===== src/rtl/cdc_handshake_rx.sv =====
// Receive side of a four-phase req/ack CDC handshake: synchronizes req_in, captures data_in,
// presents it on a valid/ready port and returns ack_out. Optional checker: CDC_RX_PROTOCOL_CHECK_EN.
module cdc_handshake_rx #(
  parameter int WIDTH       = 8,
  parameter int SYNC_STAGES = 2
) (
  input  logic             clk,
  input  logic             reset,
  input  logic             req_in,
  input  logic [WIDTH-1:0] data_in,
  output logic             ack_out,
  output logic             out_valid,
  input  logic             out_ready,
  output logic [WIDTH-1:0] out_data,
  output logic             busy,
  output logic             err
);

  typedef enum logic [1:0] {
    ST_IDLE = 2'd0,
    ST_HOLD = 2'd1,
    ST_ACK  = 2'd2
  } state_t;

  state_t                 r_state;
  logic [SYNC_STAGES-1:0] r_req_sync_chain;
  logic                   r_ack;
  logic                   r_out_valid;
  logic [WIDTH-1:0]       r_out_data;
  logic                   w_req_sync;

  // Dedicated synchronizer chain: the only reader of req_in, kept free of other logic so the
  // CDC tool recognizes it.
  // NOTE: sequential state always uses non-blocking assignments so every flop samples the
  // pre-edge value of its neighbour; blocking here would collapse the chain into one flop.
  always_ff @(posedge clk or negedge reset) begin
    if (!reset) begin
      r_req_sync_chain <= '0;
    end else begin
      r_req_sync_chain <= {r_req_sync_chain[SYNC_STAGES-2:0], req_in};
    end
  end

  assign w_req_sync = r_req_sync_chain[SYNC_STAGES-1];

  // NOTE: the captured data register is reset along with control; unlike a RAM it is a plain
  // register bank, and a defined value on out_data after reset is part of the contract.
  always_ff @(posedge clk or negedge reset) begin
    if (!reset) begin
      r_state     <= ST_IDLE;
      r_ack       <= 1'b0;
      r_out_valid <= 1'b0;
      r_out_data  <= '0;
    end else begin
      unique case (r_state)
        ST_IDLE: begin
          if (w_req_sync) begin
            r_out_data  <= data_in;
            r_out_valid <= 1'b1;
            r_state     <= ST_HOLD;
          end
        end
        ST_HOLD: begin
          // A premature req drop is tolerated here: the captured word is still delivered.
          if (out_ready) begin
            r_out_valid <= 1'b0;
            r_ack       <= 1'b1;
            r_state     <= ST_ACK;
          end
        end
        ST_ACK: begin
          if (!w_req_sync) begin
            r_ack   <= 1'b0;
            r_state <= ST_IDLE;
          end
        end
        default: begin
          r_state     <= ST_IDLE;
          r_ack       <= 1'b0;
          r_out_valid <= 1'b0;
        end
      endcase
    end
  end

  assign ack_out   = r_ack;
  assign out_valid = r_out_valid;
  assign out_data  = r_out_data;
  assign busy      = (r_state != ST_IDLE);

`ifdef CDC_RX_PROTOCOL_CHECK_EN
  logic r_err;

  // Sticky: data must stay stable while req is held, and req must not drop before ack.
  always_ff @(posedge clk or negedge reset) begin
    if (!reset) begin
      r_err <= 1'b0;
    end else if (r_state == ST_HOLD) begin
      if (!w_req_sync || (data_in != r_out_data)) begin
        r_err <= 1'b1;
      end
    end
  end

  assign err = r_err;
`else
  assign err = 1'b0;
`endif

endmodule


===== config.mk =====
export PLATFORM = sky130hd
export DESIGN_NAME = cdc_handshake_rx
export DESIGN_NICKNAME = d
export VERILOG_FILES = /design/src/rtl/cdc_handshake_rx.sv
export SDC_FILE = /design/constraint.sdc
export NUM_CORES = 1
export LEC_CHECK = 0
export BUFFER_PORTS_ARGS = -buffer_cell sky130_fd_sc_hd__buf_2
export CORE_MARGIN = 8
export CORE_UTILIZATION = 44
export CTS_BUF_LIST = sky130_fd_sc_hd__clkbuf_16
export CTS_CLUSTER_DIAMETER = 60
export DETAILED_ROUTE_END_ITERATION = 12
export PLACE_DENSITY = 0.85
export SYNTH_ARGS = -nofsm -noshare
export SYNTH_HDL_FRONTEND = slang
export SYNTH_SLANG_ARGS = --single-unit

===== constraint.sdc =====
create_clock -name clk -period 1.6 [get_ports clk]
set_input_delay 0.24 -clock clk [delete_from_list [all_inputs] [get_ports clk]]
set_output_delay 0.24 -clock clk [all_outputs]
set_load 0.005 [all_outputs]

* Word level (Yosys, flattened, before mapping)
Index checks and enable logic that the tools add are counted.
Storage, ports and cells: flip-flop bits (word level) 14, bits of input ports 12, output and inout bits 12, word-level logic and storage cells 28
Operators by class: equal/unequal tests 5, mux-type cells 10, bitwise operators 2, reductions and logical operators 6
Operators with widths (count):
- 3-bit AND reduction | 3
- 2-bit 2-to-1 mux | 3
- 2-bit != test, second input constant | 3
- 1-bit one-hot mux with 3 select lines | 2
- 2-bit one-hot mux with 3 select lines | 1
- 1-bit 2-to-1 mux | 4
- 2-bit by 1-bit == test with 1-bit output, second input constant | 1
- 2-bit == test, second input constant | 1
- 2-bit logical NOT | 1
- 1-bit inverter | 2
- 2-bit AND reduction | 1
- 2-bit nonzero test | 1

* Longest topological paths before layout
Gate-level depths: netlist of the first run.
depth in word-level cells 3, mapped depth 4, gate-level depth less buffers 3

* Worst setup path before layout of the first run
Ideal clock, no wire load.
kind register to register, start point register r_state[0], end point register r_out_data[0] (netlist: out_data[0]), library setup time 0.125 ns, data arrival time 1.154 ns, data required time 1.475 ns, slack 0.321 ns, stages on the path, launching flop included 5, path buffers 1, clock period less this slack 1.279 ns, cells stage by stage dfrtp_1 -> nor2b_2 -> nor2b_4 -> buf_6 -> mux2_4
Between the ends: word-level cells in the longest chain between the ends 2
RTL lines:
- start, declared | line 25 | state_t r_state;
- start signal, assigned | line 50 | r_state <= ST_IDLE;
- start signal, assigned | line 60 | r_state <= ST_HOLD;
- start signal, assigned | line 68 | r_state <= ST_ACK;
- 2-bit logical NOT | line 55 | unique case (r_state)
- 2-bit AND reduction (no line)
- end signal, assigned | line 58 | r_out_data <= data_in;
- end, declared | line 29 | logic [WIDTH-1:0] r_out_data;
Every way passes these cells. A chain may end at the register's enable or synchronous reset.

* Worst setup path in the final report of the first run
start point register r_state[0], end point register r_out_data[1] (netlist: out_data[1])
The elaborated chain is that of the path after synthesis.

==> out/metrics.yaml, run 1 <==
synth_top_family_by_area: "multiplexers"
yosysWarningCount: 0
hp-start: "req_in"
r2r_start: "r_state[0]$_DFFE_PN0P_"
synthMuxAreaShare: 0.2087
avgViaCountPerCell: 4.625
synth_most_common_cell: "dfrtp_1"
drc_errors: 0
netlist_area_sq_um: 575.6
hold_class: "input port to register"
antenna_cells: 0
startpoint_type: "register"
finalSetupViolCount: 0
powerDensity_mw_per_mm2: 2068
postRouteWirelength_mm: 1.024
synth_top_area_frac: 0.6087
r2r_setup_slack_ps: 170
crit_type: "register to register"
cts_tree: "yes"
ioPinCount: 24
port_buffers: 22
grt_max_degree: 15
total_power_w: 0.001601
coreArea_sq_mm: 0.001269
cts.path.max_buffers: 2
clock.fmax_mhz: 701.6
chipWidth_um: 52.17
hold_end: "r_req_sync_chain[0]$_DFF_PN0_"
detail-route-antenna-nets: 0
drive_above_1_share: 0.5538
htreeDepth: 1
synth_cell_types: 14
via_count: 370
grt_pass1_wl_mm: 1.738
drt-initial-drc-count: 4
irDropWorstVdd_uv: 1156
overflow: 0
syn_area_per_cell_sq_um: 14.39
hold_violations: 0
worstPathRequired_ps: 1720
cp.arrival_ps: 1550
rows: 13
synth.top_cells.by_area: "dfrtp_1, mux2_4, o21ai_0"
fin_nets: 78
async_flop_share: 1.000
n_fill_cell: 108
clock_latency_ps: 240
reg2reg_to: "out_data[1]$_DFFE_PN0P_"
numCtsBuffers: 3
syn_inst: 40
track_usage: 0.08880
post_cts_buffers: 0
cts_root_buf: "clkbuf_16"
initial_utilization: 0.4536
whs_ps: 105.1
synth_compound_gate_area_share: 0.05435
cp-end-kind: "register"
wl_per_cell_um: 12.80
area_growth_syn_to_layout_pct: 34.57
die_h_um: 52.17
yosysSeqAreaShare: 0.6087
antenna_found_initial: 0
slew_viol_final: 0
globalplace.congestion: 0.6792
synth_seq_cells: 14
cts_hold_buf: 1
clkSlewWorstSetupHoldPaths_ps: 40
reg2regPathDepth: 3
rsz0062_at_grt: "no"
tns_ps: 0
synth.net_count: 52
synth_top_flop_cell: "dfrtp_1"
synthXorXnorAreaFrac: 0
drtPass1Iterations: 4
synth-simple-area-share: 0.07609
maxCapViolations: 0
fin_crit_sh: 0.8908
cts_resized: 0
finalCriticalPeriod_ps: 1425
fin_ws_ps: 174.7
die_area_sq_mm: 0.002721
synth_adder_area_share: 0
pre_cts_ws_ps: 167.0
synth_top_area_cell: "dfrtp_1"
synth_common_cells: "dfrtp_1, mux2_4, nand2_1, o21ai_0"
p_leak_nw: 0.3943
grt_pass1_vias: 420
cts_sinks: 14
synth-edff-count: 0
critPathMaxFanout: 8
status: "finished clean"
worstHoldPathCells: 1
clock_skew_ps: 1.633
## cells in the final DEF, fill, tap and decap left out, drive strengths merged
| cell | instances |
|---|---|
| conb | 1 |
| nor2 | 1 |
| nor2b | 2 |
| a21oi | 2 |
| or2 | 1 |
| dlygate4sd3 | 1 |
| inv | 2 |
| mux2 | 8 |
| o21ai | 3 |
| nand2 | 3 |
| dfrtp | 14 |
| buf | 22 |
| o22ai | 1 |
| clkinv | 1 |
| clkbuf | 3 |
## layout make-up
cell class                 instances  area (sq um)  area share
inverter                           2         7.507    0.009693
sequential                        14         350.3      0.4523
tap                               15         18.77     0.02423
multi-input combinational         22         198.9      0.2569
clock inverter                     1         3.754    0.004847
clock buffer                       3         75.07     0.09693
timing repair buffer              23         120.1      0.1551
## cell families after synthesis
group	after synthesis
flip-flops	14
multiplexers	8
AND/OR/NAND/NOR	7
AO/OA/AOI/OAI	6
buffers and inverters	4
other	1
## where the power goes
part	internal (W)	total, W	switching [W]
clock network	0.000329	0.000459	0.000130
logic	0.000331	0.000514	0.000183
registers	0.000513	0.000628	0.000115
## worst max-delay path, cell delays in order (launching register included)
cell and delay, ps:
dfrtp_1 420, nor2b_2 190, nor2b_4 360, mux2_4 330
## state kept, by name (all words and copies together), names as in the netlist
register,count
r_req_sync_chain,2
ack_out,1
out_valid,1
r_state,2
out_data,8
## metrics by stage
step             util  instance area [sq um]  instances
2_1_floorplan       -                  575.6         40
3_3_place_gp   0.5404                  685.7         75
3_5_place_dp   0.5404                  685.7         75
4_1_cts        0.6105                  774.5         80
5_1_grt        0.6105                  774.5         80
6_report       0.6105                  774.5         80
## per-layer routing
metal	wire [um]	part of all wire	GRT usage	up-vias
met3	101	0.099	0.05413	2
met2	474	0.46	0.1300	18
met1	441	0.43	0.09628	170
met5	0	0	0	-
met4	8	0.0078	0.05172	0
li1	-	-	-	180
## worst max-delay path by stage
stage | from | end | slack, ps
global placement | r_state[0]$_DFFE_PN0P_ | out_data[6]$_DFFE_PN0P_ | 210
finish | r_state[0]$_DFFE_PN0P_ | out_data[1]$_DFFE_PN0P_ | 170
CTS | r_state[0]$_DFFE_PN0P_ | out_data[1]$_DFFE_PN0P_ | 170
floorplan | r_state[0]$_DFFE_PN0P_ | out_data[0]$_DFFE_PN0P_ | 320
detailed placement | r_state[0]$_DFFE_PN0P_ | out_data[0]$_DFFE_PN0P_ | 170
global route | r_state[0]$_DFFE_PN0P_ | out_data[1]$_DFFE_PN0P_ | 80
Note: power is estimated with default switching activity, not from simulation.
==> inputs of run 2 (changes only) <==
==> config.mk (replaced) <==
export PLATFORM = sky130hd
export DESIGN_NAME = cdc_handshake_rx
export DESIGN_NICKNAME = d
export VERILOG_FILES = /design/src/rtl/cdc_handshake_rx.sv
export SDC_FILE = /design/constraint.sdc
export NUM_CORES = 1
export LEC_CHECK = 0
export BUFFER_PORTS_ARGS = -buffer_cell sky130_fd_sc_hd__buf_2
export CORE_AREA = 8 8 45 47
export CTS_BUF_LIST = sky130_fd_sc_hd__clkbuf_2
export CTS_CLUSTER_DIAMETER = 60
export DETAILED_ROUTE_END_ITERATION = 12
export DIE_AREA = 0 0 53 55
export PLACE_DENSITY = 0.84
export SYNTH_ARGS = -nofsm -noshare
export SYNTH_HDL_FRONTEND = slang
export SYNTH_SLANG_ARGS = --single-unit
==> run 2 against run 1 <==
Against the previous run: cell area is 7.6% lower; fmax is 3.2% lower; critical path depth stayed put; via count is 5.9% higher; worst setup slack worse by 47 ps; total power is 17% lower; die area is 7.1% higher; clock skew is 7.1 ps higher.
==> out/metrics.yaml, run 2 (same netlist as run 1, synthesis figures left out) <==
numCtsBuffers: 3
ioPinCount: 24
r2r_start: "r_state[0]$_DFFE_PN0P_"
htreeDepth: 1
p_int_w: 0.0008955
cpPeakStageDelay_ps: 460
rsz0062_at_grt: "no"
port_buffers: 22
antenna_cells: 0
clock_latency_ps: 270
post-dp-hpwl_um: 952.4
irDropWorstVdd_uv: 1005
power.switching_w: 0.0004316
drtPass1Iterations: 4
die_area_sq_mm: 0.002915
finalCriticalPeriod_ps: 1472
clock.fmax_mhz: 679.3
cts_hold_buf: 1
globalplace.congestion: 0.6443
cts_tree: "yes"
cts_resized: 0
coreArea_sq_mm: 0.001384
cts.path.max_buffers: 2
grt_pass1_wl_mm: 1.973
wl_per_cell_um: 15.32
drive_above_1_share: 0.5538
fin_nets: 78
reg2regPathDepth: 3
switching_share: 0.3252
whs_ps: 71.07
area_growth_syn_to_layout_pct: 24.35
rows: 14
hold_violations: 0
cp.arrival_ps: 1630
slew_viol_final: 0
via_count: 392
startpoint_type: "register"
cts_root_buf: "clkbuf_2"
chipWidth_um: 53
pre_cts_ws_ps: 165.5
cts_sinks: 14
clock_skew_ps: 8.729
hp-start: "req_in"
hold_end: "r_req_sync_chain[0]$_DFF_PN0_"
grt_pass1_vias: 435
layout_common_cells: "buf_2, dfrtp_1, mux2_4"
cp-end-kind: "register"
path_cells: "nor2b_2 -> nor2b_4 -> mux2_4"
postRouteWirelength_mm: 1.241
overflow: 0
seqPwrFrac: 0.479
clkSlewWorstSetupHoldPaths_ps: 130
drt-initial-drc-count: 3
grt_max_degree: 15
pwr-share-clk: 0.122
p_leak_nw: 0.3698
r2r_setup_slack_ps: 130
post_cts_buffers: 0
fin_crit_sh: 0.9201
status: "finished clean"
powerDensity_mw_per_mm2: 1854
drc_errors: 0
reg2reg_to: "out_data[2]$_DFFE_PN0P_"
crit_type: "register to register"
fin_ws_ps: 127.8
tns_ps: 0
detail-route-antenna-nets: 0
slowest_stage: "dfrtp_1"
avgViaCountPerCell: 4.840
worstHoldPathCells: 1
finalSetupViolCount: 0
maxCapViolations: 0
die_h_um: 55
hold_class: "input port to register"
worstPathRequired_ps: 1760
antenna_found_initial: 0
largest_reg_flops: 8
critPathMaxFanout: 8
track_usage: 0.09424
initial_utilization: 0.4159
final_common_cell: "buf_2"
combPwrFrac: 0.399
-- run 2: layer usage --
| metal | wire length, um | track usage |
|---|---|---|
| met1 | 455 | 0.1013 |
| met2 | 626 | 0.1445 |
| met3 | 144 | 0.06150 |
| met4 | 15 | 0.03879 |
| met5 | 0 | 0 |
-- run 2: worst max-delay path by stage --
stage	startpoint	endpoint	slack [ps]	cells after the start
after global placement	r_state[0]$_DFFE_PN0P_	out_data[4]$_DFFE_PN0P_	220	3
after detailed placement	r_state[0]$_DFFE_PN0P_	out_data[3]$_DFFE_PN0P_	170	3
final	r_state[0]$_DFFE_PN0P_	out_data[2]$_DFFE_PN0P_	130	3
after global routing	r_state[0]$_DFFE_PN0P_	out_data[2]$_DFFE_PN0P_	50	3
after floorplan	r_state[0]$_DFFE_PN0P_	out_data[0]$_DFFE_PN0P_	320	4
after CTS	r_state[0]$_DFFE_PN0P_	out_data[2]$_DFFE_PN0P_	140	3
-- run 2: power groups by stage --
stage	Clock, W	Sequential, W	Combinational [W]
floorplan	0	0.000633	0.000329
global placement	0	0.000624	0.000518
detailed placement	0	0.000642	0.000535
CTS	0.000172	0.000635	0.000541
global route	0.000188	0.000662	0.000587
finish	0.000161	0.000636	0.000530
-- run 2: stage by stage --
stage / total power (W) / cell area (sq um) / cells / util
after detailed placement: 0.001177 / 686.9 / 76 / 0.4964
after global routing: 0.001436 / 715.7 / 81 / 0.5172
final: 0.001327 / 715.7 / 81 / 0.5172
after floorplan: 0.0009620 / 575.6 / 40 / -
after global placement: 0.001142 / 686.9 / 76 / 0.4964
after CTS: 0.001348 / 715.7 / 81 / 0.5172
-- run 2: worst max-delay path, delay by kind of cell, from the launching register on --
family	cells	cell delay (ps)
simple gates	2	570
mux	1	340
flops	1	460
-- run 2: layout make-up --
cell class | count | area (sq um)
Fill cell | 121 | 668.1
Sequential cell | 14 | 350.3
Multi-Input combinational cell | 22 | 198.9
Timing Repair Buffer | 23 | 120.1
Tap cell | 16 | 20.02
Clock buffer | 3 | 15.01
Inverter | 2 | 7.507
Clock inverter | 1 | 3.754
